## config.mk

```make
export PLATFORM = sky130hd
export DESIGN_NAME = char_writer_flat
export DESIGN_NICKNAME = d
export VERILOG_FILES = /design/src/rtl/char_writer_if.sv /design/src/rtl/char_writer.sv /design/src/flat_wrapper.sv
export SDC_FILE = /design/constraint.sdc
export NUM_CORES = 1
export LEC_CHECK = 0
export CORE_MARGIN = 10
export CORE_UTILIZATION = 61
export CTS_CLUSTER_SIZE = 30
export DETAILED_ROUTE_END_ITERATION = 6
export PLACE_DENSITY = 0.86
export SLEW_MARGIN = 5
export SYNTH_ARGS = -nofsm -noshare
export SYNTH_HDL_FRONTEND = slang
export SYNTH_SLANG_ARGS = --single-unit
```

## constraint.sdc

```tcl
create_clock -name clk -period 6.9 [get_ports clk]
set_input_delay 1.38 -clock clk [delete_from_list [all_inputs] [get_ports clk]]
set_output_delay 1.38 -clock clk [all_outputs]
set_load 0.01 [all_outputs]
```

## src/rtl/char_writer_if.sv

```systemverilog
// Byte-stream handshake between the receive path (master) and char_writer (slave).
interface char_writer_if;
   logic [7:0] data;
   logic       valid;
   logic       ready;

   modport master (output data, output valid, input ready);
   modport slave  (input data, input valid, output ready);
endinterface

```

## src/rtl/char_writer.sv

```systemverilog
// VT52-style write controller for the 16x64 character buffer: cursor, scroll offset and bulk erase.
// Optional ESC Y direct cursor addressing is built when DIRECT_CURSOR_ADDR_EN is defined.
module char_writer #(
   parameter int ROW_BITS = 4,
   parameter int COL_BITS = 6
) (
   input  logic                         clk,
   input  logic                         reset,
   char_writer_if.slave                 in_if,
   output logic [7:0]                   new_char,
   output logic [ROW_BITS+COL_BITS-1:0] new_char_address,
   output logic                         new_char_wen,
   output logic [COL_BITS-1:0]          cursor_x,
   output logic [ROW_BITS-1:0]          cursor_y,
   output logic [ROW_BITS-1:0]          first_row
);

   localparam logic [7:0] C_BS  = 8'h08;
   localparam logic [7:0] C_TAB = 8'h09;
   localparam logic [7:0] C_LF  = 8'h0A;
   localparam logic [7:0] C_CR  = 8'h0D;
   localparam logic [7:0] C_ESC = 8'h1B;
   localparam logic [7:0] C_SP  = 8'h20;

   typedef enum logic [2:0] {
      S_IDLE,
      S_ESC,
      S_CLEAR
`ifdef DIRECT_CURSOR_ADDR_EN
      , S_Y_ROW
      , S_Y_COL
`endif
   } state_t;

   state_t                        r_state;
   logic                          r_ready;
   logic [COL_BITS-1:0]           r_cursor_x;
   logic [ROW_BITS-1:0]           r_cursor_y;
   logic [ROW_BITS-1:0]           r_first_row;
   logic [7:0]                    r_new_char;
   logic [ROW_BITS+COL_BITS-1:0]  r_new_char_address;
   logic                          r_new_char_wen;
   // Erase position is the screen-relative cell most recently written.
   logic [ROW_BITS-1:0]           r_clr_row;
   logic [COL_BITS-1:0]           r_clr_col;
   logic [ROW_BITS-1:0]           r_clr_last_row;

   logic [7:0]                    w_byte;
   logic                          w_printable;
   logic [COL_BITS:0]             w_tab_sum;
   logic [COL_BITS-1:0]           w_tab_x;
   logic [ROW_BITS-1:0]           w_cur_phys;
   logic [ROW_BITS-1:0]           w_first_row_inc;
   logic [COL_BITS-1:0]           w_clr_next_col;
   logic [ROW_BITS-1:0]           w_clr_next_row;
   logic [ROW_BITS-1:0]           w_clr_next_phys;
   logic                          w_clr_done;

   assign w_byte          = in_if.data;
   assign w_printable     = (w_byte >= 8'h20) && (w_byte <= 8'h7E);
   assign w_tab_sum       = ({1'b0, r_cursor_x} | (COL_BITS+1)'(7)) + (COL_BITS+1)'(1);
   assign w_tab_x         = w_tab_sum[COL_BITS] ? '1 : w_tab_sum[COL_BITS-1:0];
   assign w_cur_phys      = r_first_row + r_cursor_y;
   assign w_first_row_inc = r_first_row + ROW_BITS'(1);
   assign w_clr_next_col  = r_clr_col + COL_BITS'(1);
   assign w_clr_next_row  = (&r_clr_col) ? r_clr_row + ROW_BITS'(1) : r_clr_row;
   assign w_clr_next_phys = r_first_row + w_clr_next_row;
   assign w_clr_done      = (r_clr_row == r_clr_last_row) && (&r_clr_col);

`ifdef DIRECT_CURSOR_ADDR_EN
   logic [7:0] w_y_off;
   logic       w_y_row_ok;
   logic       w_y_col_ok;

   assign w_y_off    = w_byte - C_SP;
   assign w_y_row_ok = (w_byte >= C_SP) && (w_y_off < 8'(1 << ROW_BITS));
   assign w_y_col_ok = (w_byte >= C_SP) && (w_y_off < 8'(1 << COL_BITS));
`endif

   always_ff @(posedge clk or posedge reset) begin
      if (reset) begin
         r_state            <= S_IDLE;
         r_ready            <= 1'b1;
         r_cursor_x         <= '0;
         r_cursor_y         <= '0;
         r_first_row        <= '0;
         r_new_char         <= 8'h00;
         r_new_char_address <= '0;
         r_new_char_wen     <= 1'b0;
         r_clr_row          <= '0;
         r_clr_col          <= '0;
         r_clr_last_row     <= '0;
      end else begin
         // NOTE: the strobe defaults low every cycle; only the branches that write raise it.
         r_new_char_wen <= 1'b0;

         case (r_state)
            S_IDLE: begin
               if (in_if.valid) begin
                  if (w_printable) begin
                     r_new_char         <= w_byte;
                     r_new_char_address <= {w_cur_phys, r_cursor_x};
                     r_new_char_wen     <= 1'b1;
                     if (r_cursor_x != '1) r_cursor_x <= r_cursor_x + COL_BITS'(1);
                  end else begin
                     case (w_byte)
                        C_CR:  r_cursor_x <= '0;
                        C_BS:  if (r_cursor_x != '0) r_cursor_x <= r_cursor_x - COL_BITS'(1);
                        C_TAB: r_cursor_x <= w_tab_x;
                        C_ESC: r_state    <= S_ESC;
                        C_LF: begin
                           if (r_cursor_y != '1) begin
                              r_cursor_y <= r_cursor_y + ROW_BITS'(1);
                           end else begin
                              // Old top row becomes the new bottom row and is blanked.
                              r_first_row        <= w_first_row_inc;
                              r_new_char         <= C_SP;
                              r_new_char_address <= {r_first_row, {COL_BITS{1'b0}}};
                              r_new_char_wen     <= 1'b1;
                              r_clr_row          <= '1;
                              r_clr_col          <= '0;
                              r_clr_last_row     <= '1;
                              r_ready            <= 1'b0;
                              r_state            <= S_CLEAR;
                           end
                        end
                        default: ;
                     endcase
                  end
               end
            end

            S_ESC: begin
               if (in_if.valid) begin
                  r_state <= S_IDLE;
                  case (w_byte)
                     "A": if (r_cursor_y != '0) r_cursor_y <= r_cursor_y - ROW_BITS'(1);
                     "B": if (r_cursor_y != '1) r_cursor_y <= r_cursor_y + ROW_BITS'(1);
                     "C": if (r_cursor_x != '1) r_cursor_x <= r_cursor_x + COL_BITS'(1);
                     "D": if (r_cursor_x != '0) r_cursor_x <= r_cursor_x - COL_BITS'(1);
                     "H": begin
                        r_cursor_x <= '0;
                        r_cursor_y <= '0;
                     end
                     "J", "K": begin
                        r_new_char         <= C_SP;
                        r_new_char_address <= {w_cur_phys, r_cursor_x};
                        r_new_char_wen     <= 1'b1;
                        r_clr_row          <= r_cursor_y;
                        r_clr_col          <= r_cursor_x;
                        r_clr_last_row     <= (w_byte == "J") ? '1 : r_cursor_y;
                        r_ready            <= 1'b0;
                        r_state            <= S_CLEAR;
                     end
`ifdef DIRECT_CURSOR_ADDR_EN
                     "Y": r_state <= S_Y_ROW;
`endif
                     default: ;
                  endcase
               end
            end

`ifdef DIRECT_CURSOR_ADDR_EN
            S_Y_ROW: begin
               if (in_if.valid) begin
                  if (w_y_row_ok) r_cursor_y <= w_y_off[ROW_BITS-1:0];
                  r_state <= S_Y_COL;
               end
            end

            S_Y_COL: begin
               if (in_if.valid) begin
                  if (w_y_col_ok) r_cursor_x <= w_y_off[COL_BITS-1:0];
                  r_state <= S_IDLE;
               end
            end
`endif

            S_CLEAR: begin
               if (w_clr_done) begin
                  r_ready <= 1'b1;
                  r_state <= S_IDLE;
               end else begin
                  r_new_char_address <= {w_clr_next_phys, w_clr_next_col};
                  r_new_char_wen     <= 1'b1;
                  r_clr_row          <= w_clr_next_row;
                  r_clr_col          <= w_clr_next_col;
               end
            end

            default: begin
               r_ready <= 1'b1;
               r_state <= S_IDLE;
            end
         endcase
      end
   end

   assign in_if.ready      = r_ready;
   assign new_char         = r_new_char;
   assign new_char_address = r_new_char_address;
   assign new_char_wen     = r_new_char_wen;
   assign cursor_x         = r_cursor_x;
   assign cursor_y         = r_cursor_y;
   assign first_row        = r_first_row;

endmodule

```

## src/flat_wrapper.sv

```systemverilog
// flat-port wrapper written by rule: the top's interface ports become plain ports
module char_writer_flat 
#(
   parameter int ROW_BITS = 4,
   parameter int COL_BITS = 6
)
  (clk, reset, new_char, new_char_address, new_char_wen, cursor_x, cursor_y, first_row, in_if_data, in_if_valid, in_if_ready);
  char_writer_if in_if_i ();
  input  logic clk;
  input  logic reset;
  output logic [7:0] new_char;
  output logic [ROW_BITS+COL_BITS-1:0] new_char_address;
  output logic new_char_wen;
  output logic [COL_BITS-1:0] cursor_x;
  output logic [ROW_BITS-1:0] cursor_y;
  output logic [ROW_BITS-1:0] first_row;
  input wire logic [$bits(in_if_i.data)-1:0] in_if_data;
  input wire logic [$bits(in_if_i.valid)-1:0] in_if_valid;
  output wire logic [$bits(in_if_i.ready)-1:0] in_if_ready;
  assign in_if_i.data = in_if_data;
  assign in_if_i.valid = in_if_valid;
  assign in_if_ready = in_if_i.ready;
  char_writer #(.ROW_BITS(ROW_BITS), .COL_BITS(COL_BITS)) u_core (.clk(clk), .reset(reset), .in_if(in_if_i), .new_char(new_char), .new_char_address(new_char_address), .new_char_wen(new_char_wen), .cursor_x(cursor_x), .cursor_y(cursor_y), .first_row(first_row));
endmodule
```

* After elaboration in Yosys (flattened, before gate mapping)
Index checks and enable logic that the tools add are counted.
Word-level totals: output and inout bits 34, flip-flop bits (word level) 51, logic and storage cells 153, bits of input ports 11
Cells by class: equality and inequality tests 33, $add $sub $neg 10, bitwise logic cells 2, mux-type cells 77, $lt $le $gt $ge 2, reduce and logical (&&, ||, !) cells 18
Operator list (number):
- 6-bit two-way mux | 13
- 10-bit two-way mux | 7
- 4-bit two-way mux | 17
- 8-bit by 7-bit == test with 1-bit output, second input constant | 7
- 6-bit case mux with 3 select lines | 3
- 8-bit two-way mux | 6
- 8-bit by 4-bit == test with 1-bit output, second input constant | 4
- 10-bit case mux with 3 select lines | 1
- 7-bit AND reduction | 4
- 4-bit case mux with 3 select lines | 2
- 6-bit AND reduction | 3
- 4-bit case mux with 2 select lines | 2
- 8-bit case mux with 2 select lines | 1
- 3-bit two-way mux | 5
- 1-bit two-way mux | 14
- 2-bit != test, second input constant | 7
- 4-bit by 1-bit adder with 4-bit output, second input constant | 3
- 6-bit by 1-bit adder with 6-bit output, second input constant | 2
- 6-bit case mux with 2 select lines | 1
- 5-bit AND reduction | 2
- 3-bit by 2-bit != test with 1-bit output, second input constant | 3
- 3-bit case mux with 3 select lines | 1
- 4-bit adder | 2
- 8-bit by 5-bit == test with 1-bit output, second input constant | 1
- other kinds (26) | 31

* Logic depth before layout (Yosys ltp)
depth in word-level cells 6, gate-level depth with buffers 11, mapped depth without buffers 11

* Worst setup path before layout
Ideal clock, no wire load.
path type in2reg, start input port in_if_data[4], end register u_core.r_clr_last_row[2], path buffers 1, data required time 6.774 ns, arrival 3.151 ns, setup time 0.126 ns, stages on the path 6, slack 3.623 ns, cell sequence clkbuf_2 -> or4_4 -> o41ai_4 -> o21ai_2 -> or3_1 -> o32a_1
On the way: word-level cells in the longest chain between the ends 5, elaborated cells on any way between the ends 15, classes of those cells order compare: 2; eq/ne: 6; mux: 4; reduce/logical: 3
RTL lines:
- start: declaration | RTL line flat_wrapper.sv:17 | input wire logic [$bits(in_if_i.data)-1:0] in_if_data;
- branches (longest 5 deep; another with 8-bit by 6-bit >= comparator with 1-bit output)
- end signal: assignment | RTL line char_writer.sv:151 | r_clr_last_row <= (w_byte == "J") ? '1 : r_cursor_y;
- end: declaration | RTL line char_writer.sv:46 | logic [ROW_BITS-1:0] r_clr_last_row;
Several ways; the timed one is not identified. The select of a mux whose other input is x is not followed. A chain may end at the register's enable or synchronous reset.

* Final worst setup path
start input port in_if_data[3], end register u_core.r_new_char_address[9], in the netlist u_core.new_char_address[9]
On the way: word-level cells in the longest chain between the ends 5, elaborated cells on any way between the ends 14, classes of those cells order compare: 2; eq/ne: 6; mux: 3; reduce/logical: 3
RTL lines:
- 8-bit by 6-bit >= comparator with 1-bit output or 8-bit by 7-bit less-or-equal comparator with 1-bit output (tied branches) | RTL line char_writer.sv:60 | assign w_printable = (w_byte >= 8'h20) && (w_byte <= 8'h7E);
- 1-bit logical AND | RTL line char_writer.sv:60
- 10-bit two-way mux | RTL line char_writer.sv:100 | if (w_printable) begin
- 10-bit two-way mux | RTL line char_writer.sv:99 | if (in_if.valid) begin
- 10-bit case mux with 3 select lines | RTL line char_writer.sv:97 | case (r_state)
- end signal: assignment | RTL line char_writer.sv:102 | r_new_char_address <= {w_cur_phys, r_cursor_x};
- end signal: assignment | RTL line char_writer.sv:118 | r_new_char_address <= {r_first_row, {COL_BITS{1'b0}}};
- end signal: assignment | RTL line char_writer.sv:147 | r_new_char_address <= {w_cur_phys, r_cursor_x};
- end: declaration | RTL line char_writer.sv:41 | logic [ROW_BITS+COL_BITS-1:0] r_new_char_address;
Several ways; a longest one is shown, not always the timed one. The select of a mux whose other input is x is not followed.

==> metrics.yaml <==
p_clk_frac: 0.109
power.total_mw: 2.010
synth_cell_types: 67
rsz0062_at_grt: "no"
cts_tree: "done"
ant_nets: 0
r2r-start: "u_core.r_clr_col[0]"
clk_latency_ns: 0.32
syn_area_per_cell_sq_um: 8.491
h-tree-depth: 2
ys_top_cells_by_area: "dfrtp_1, ha_1, a21oi_1"
fmax_mhz: 232.8
synth_top_area_cell: "dfrtp_1"
synth-edff-count: 0
drt_wl_total_um: 10230
grt_pass1_wl_um: 17290
fin_tns_setup_ns: 0
worstPathCellList: "clkdlybuf4s50_1, nor4b_1, nand4_1, nand3_1, nor3b_2, o21ai_0, o22a_1"
status: "finished clean"
combPwrFrac: 0.606
vias: 3500
setup_slack_ns: 2.604
final_area_sq_um: 4345
slew_headroom: 0.2908
diodes: 0
start_util: 0.6364
cts_buffers: 5
cp-end-kind: "register"
yosysMostFrequentCell: "dfrtp_1"
slowest_delay_ns: 0.87
clockRootBuffer: "clkbuf_8"
ys_seq_elements: 50
clkTransAtPathRegs_ns: 0.10
die-area_sq_um: 9812
place_inst: 542
drive_above_1_share: 0.05474
grt_overflow: 0
vdd_drop_max_uv: 345.1
syn_area_sq_um: 3812
first_iter_violations: 302
die_h_um: 99.06
fin_cells: 550
startpoint_type: "input pin"
dpl_cell_area_sq_um: 4229
dr.pass1.iters: 5
yosysSeqAreaShare: 0.3285
ctsHoldBuffers: 0
fin_skew_ns: 0.01267
ios: 45
wl_per_cell_um: 18.60
swShare: 0.4707
grt_start_max_net_pins: 51
grt_pass1_vias: 3451
cpMaxStageDelayCell: "nor3b_2"
clock_sinks: 50
area_growth_pct: 13.98
gp_congestion: 0.9927
drc: 0
crit_required_ns: 7.11
die_w_um: 99.06
yosys_most_used_dff: "dfrtp_1"
report.final.hold_viol_count: 0
arrival_ns: 4.51
grt_antenna_before_repair: 0
io_buffers: 44
finalCriticalPeriod_ns: 4.296
cts_setup_buffers: 0
dpl.hpwl_um: 7458
crit_type: "input pin to register"
worstHoldPathType: "register to register"
crit_fanout: 20
num_rows: 28
synth_common_cells: "dfrtp_1, nor2_1, a21oi_1"
p_seq_frac: 0.286
setup_viol: 0
via_per_inst: 6.364
core_sq_um: 5991
tightest_slew_ns: 1.059
p_sw_uw: 945.9
dp_slack_ns: 2.233
grt_usage: 0.2092
netlist.area_leader.share: 0.3216
min_from: "u_core.new_char[4]"
leakage_nw: 1.810
synth-warning-count: 0
finalCritPeriodShare: 0.6227
cts_resized: 0
nNetsFinal: 509
final_max_slew_viol_count: 0
crit_start: "in_if_data[3]"
netlist_instances: 449
p_per_area_nw_per_um2: 462.5
maxCapViolCount: 0
clk_path_buf_depth: 2
intPower_mw: 1.064
async_flop_share: 1.000
syn_nets: 484
[logic make-up (layout without fill, tap and decap cells)]
logic type                 count (synthesis)  count (layout)  synth area share
DFF                                       50              50            0.3285
muxes                                     11              11           0.03019
AOI/OAI and AO/OA                        134             134            0.2409
xor gates and xnor gates                  26              26           0.06334
adders and majority gates                 24              24           0.08270
buffers and inverters                     61              87           0.06892
and+or+nand+nor                          143             143            0.1854
[registers in the layout, indices dropped and copies added, names as in the netlist, 4 cells and up]
| signal | cells |
|---|---|
| u_core.cursor_x | 6 |
| u_core.cursor_y | 4 |
| u_core.first_row | 4 |
| u_core.new_char | 8 |
| u_core.new_char_address | 10 |
| u_core.r_clr_col | 6 |
| u_core.r_clr_last_row | 4 |
| u_core.r_clr_row | 4 |
[layout by cell type, fill, tap and decap left out, types with 5 or more instances in the layout]
cell             count
nand4_1              6
a21oi_1             36
a31oi_1              6
clkdlybuf4s50_1     44
o31ai_1              8
o41ai_1              6
nor2_1              40
nand3_1             24
xnor2_1             18
o21ai_0             20
mux2i_1              7
o22ai_1              8
nor3_1               7
dfrtp_1             49
nand2_1             34
ha_1                22
inv_1               32
a221oi_1             7
clkbuf_8             5
xor2_1               7
[final cells by class]
type                            instances  area [sq um]
Sequential cell                        50          1252
Multi-Input combinational cell        338          2303
Tap cell                               75         93.84
Inverter                               33         123.9
Clock buffer                            5         68.82
Fill cell                             453          1645
Clock inverter                          3         47.55
Timing Repair Buffer                   46         455.4
[through the flow]
step	utilization	hold WS [ns]
2_1_floorplan	-	0.4919
3_3_place_gp	0.7059	0.4604
3_5_place_dp	0.7059	0.4684
4_1_cts	0.7254	0.4903
5_1_grt	0.7254	0.4963
6_report	0.7254	0.4855
[critical path: cells and delay by family]
| family | cells | cell delay (ns) |
|---|---|---|
| buf+inv | 1 | 0.66 |
| compound gates | 2 | 0.44 |
| simple gates | 4 | 2.03 |
[power by group through the flow]
stage | Combinational (mW) | Sequential, mW | Clock [mW]
floorplan | 0.843 | 0.551 | 0
global placement | 1.17 | 0.573 | 0
detailed placement | 1.20 | 0.577 | 0
CTS | 1.21 | 0.572 | 0.222
global route | 1.34 | 0.596 | 0.234
finish | 1.22 | 0.574 | 0.219
[final timing paths]
kind,to,cells past startpoint,slack [ns]
hold / removal,u_core.new_char[4],2,0.49
max in group asynchronous,u_core.new_char[2],2,4.62
setup / recovery,u_core.new_char_address[9],7,2.60
setup reg to reg,u_core.new_char_address[9],11,3.98
hold reg to reg,u_core.new_char[4],2,0.49
min in group asynchronous,u_core.new_char_address[3],2,1.62
[per-layer routing]
metal | share of wire | global-route usage | wire [um]
met4 | 0.018 | 0.06836 | 182
met1 | 0.44 | 0.2698 | 4478
met2 | 0.48 | 0.3367 | 4866
met5 | 0 | 0 | 0
met3 | 0.069 | 0.04818 | 704
Note: power is estimated with default switching activity, not from simulation.
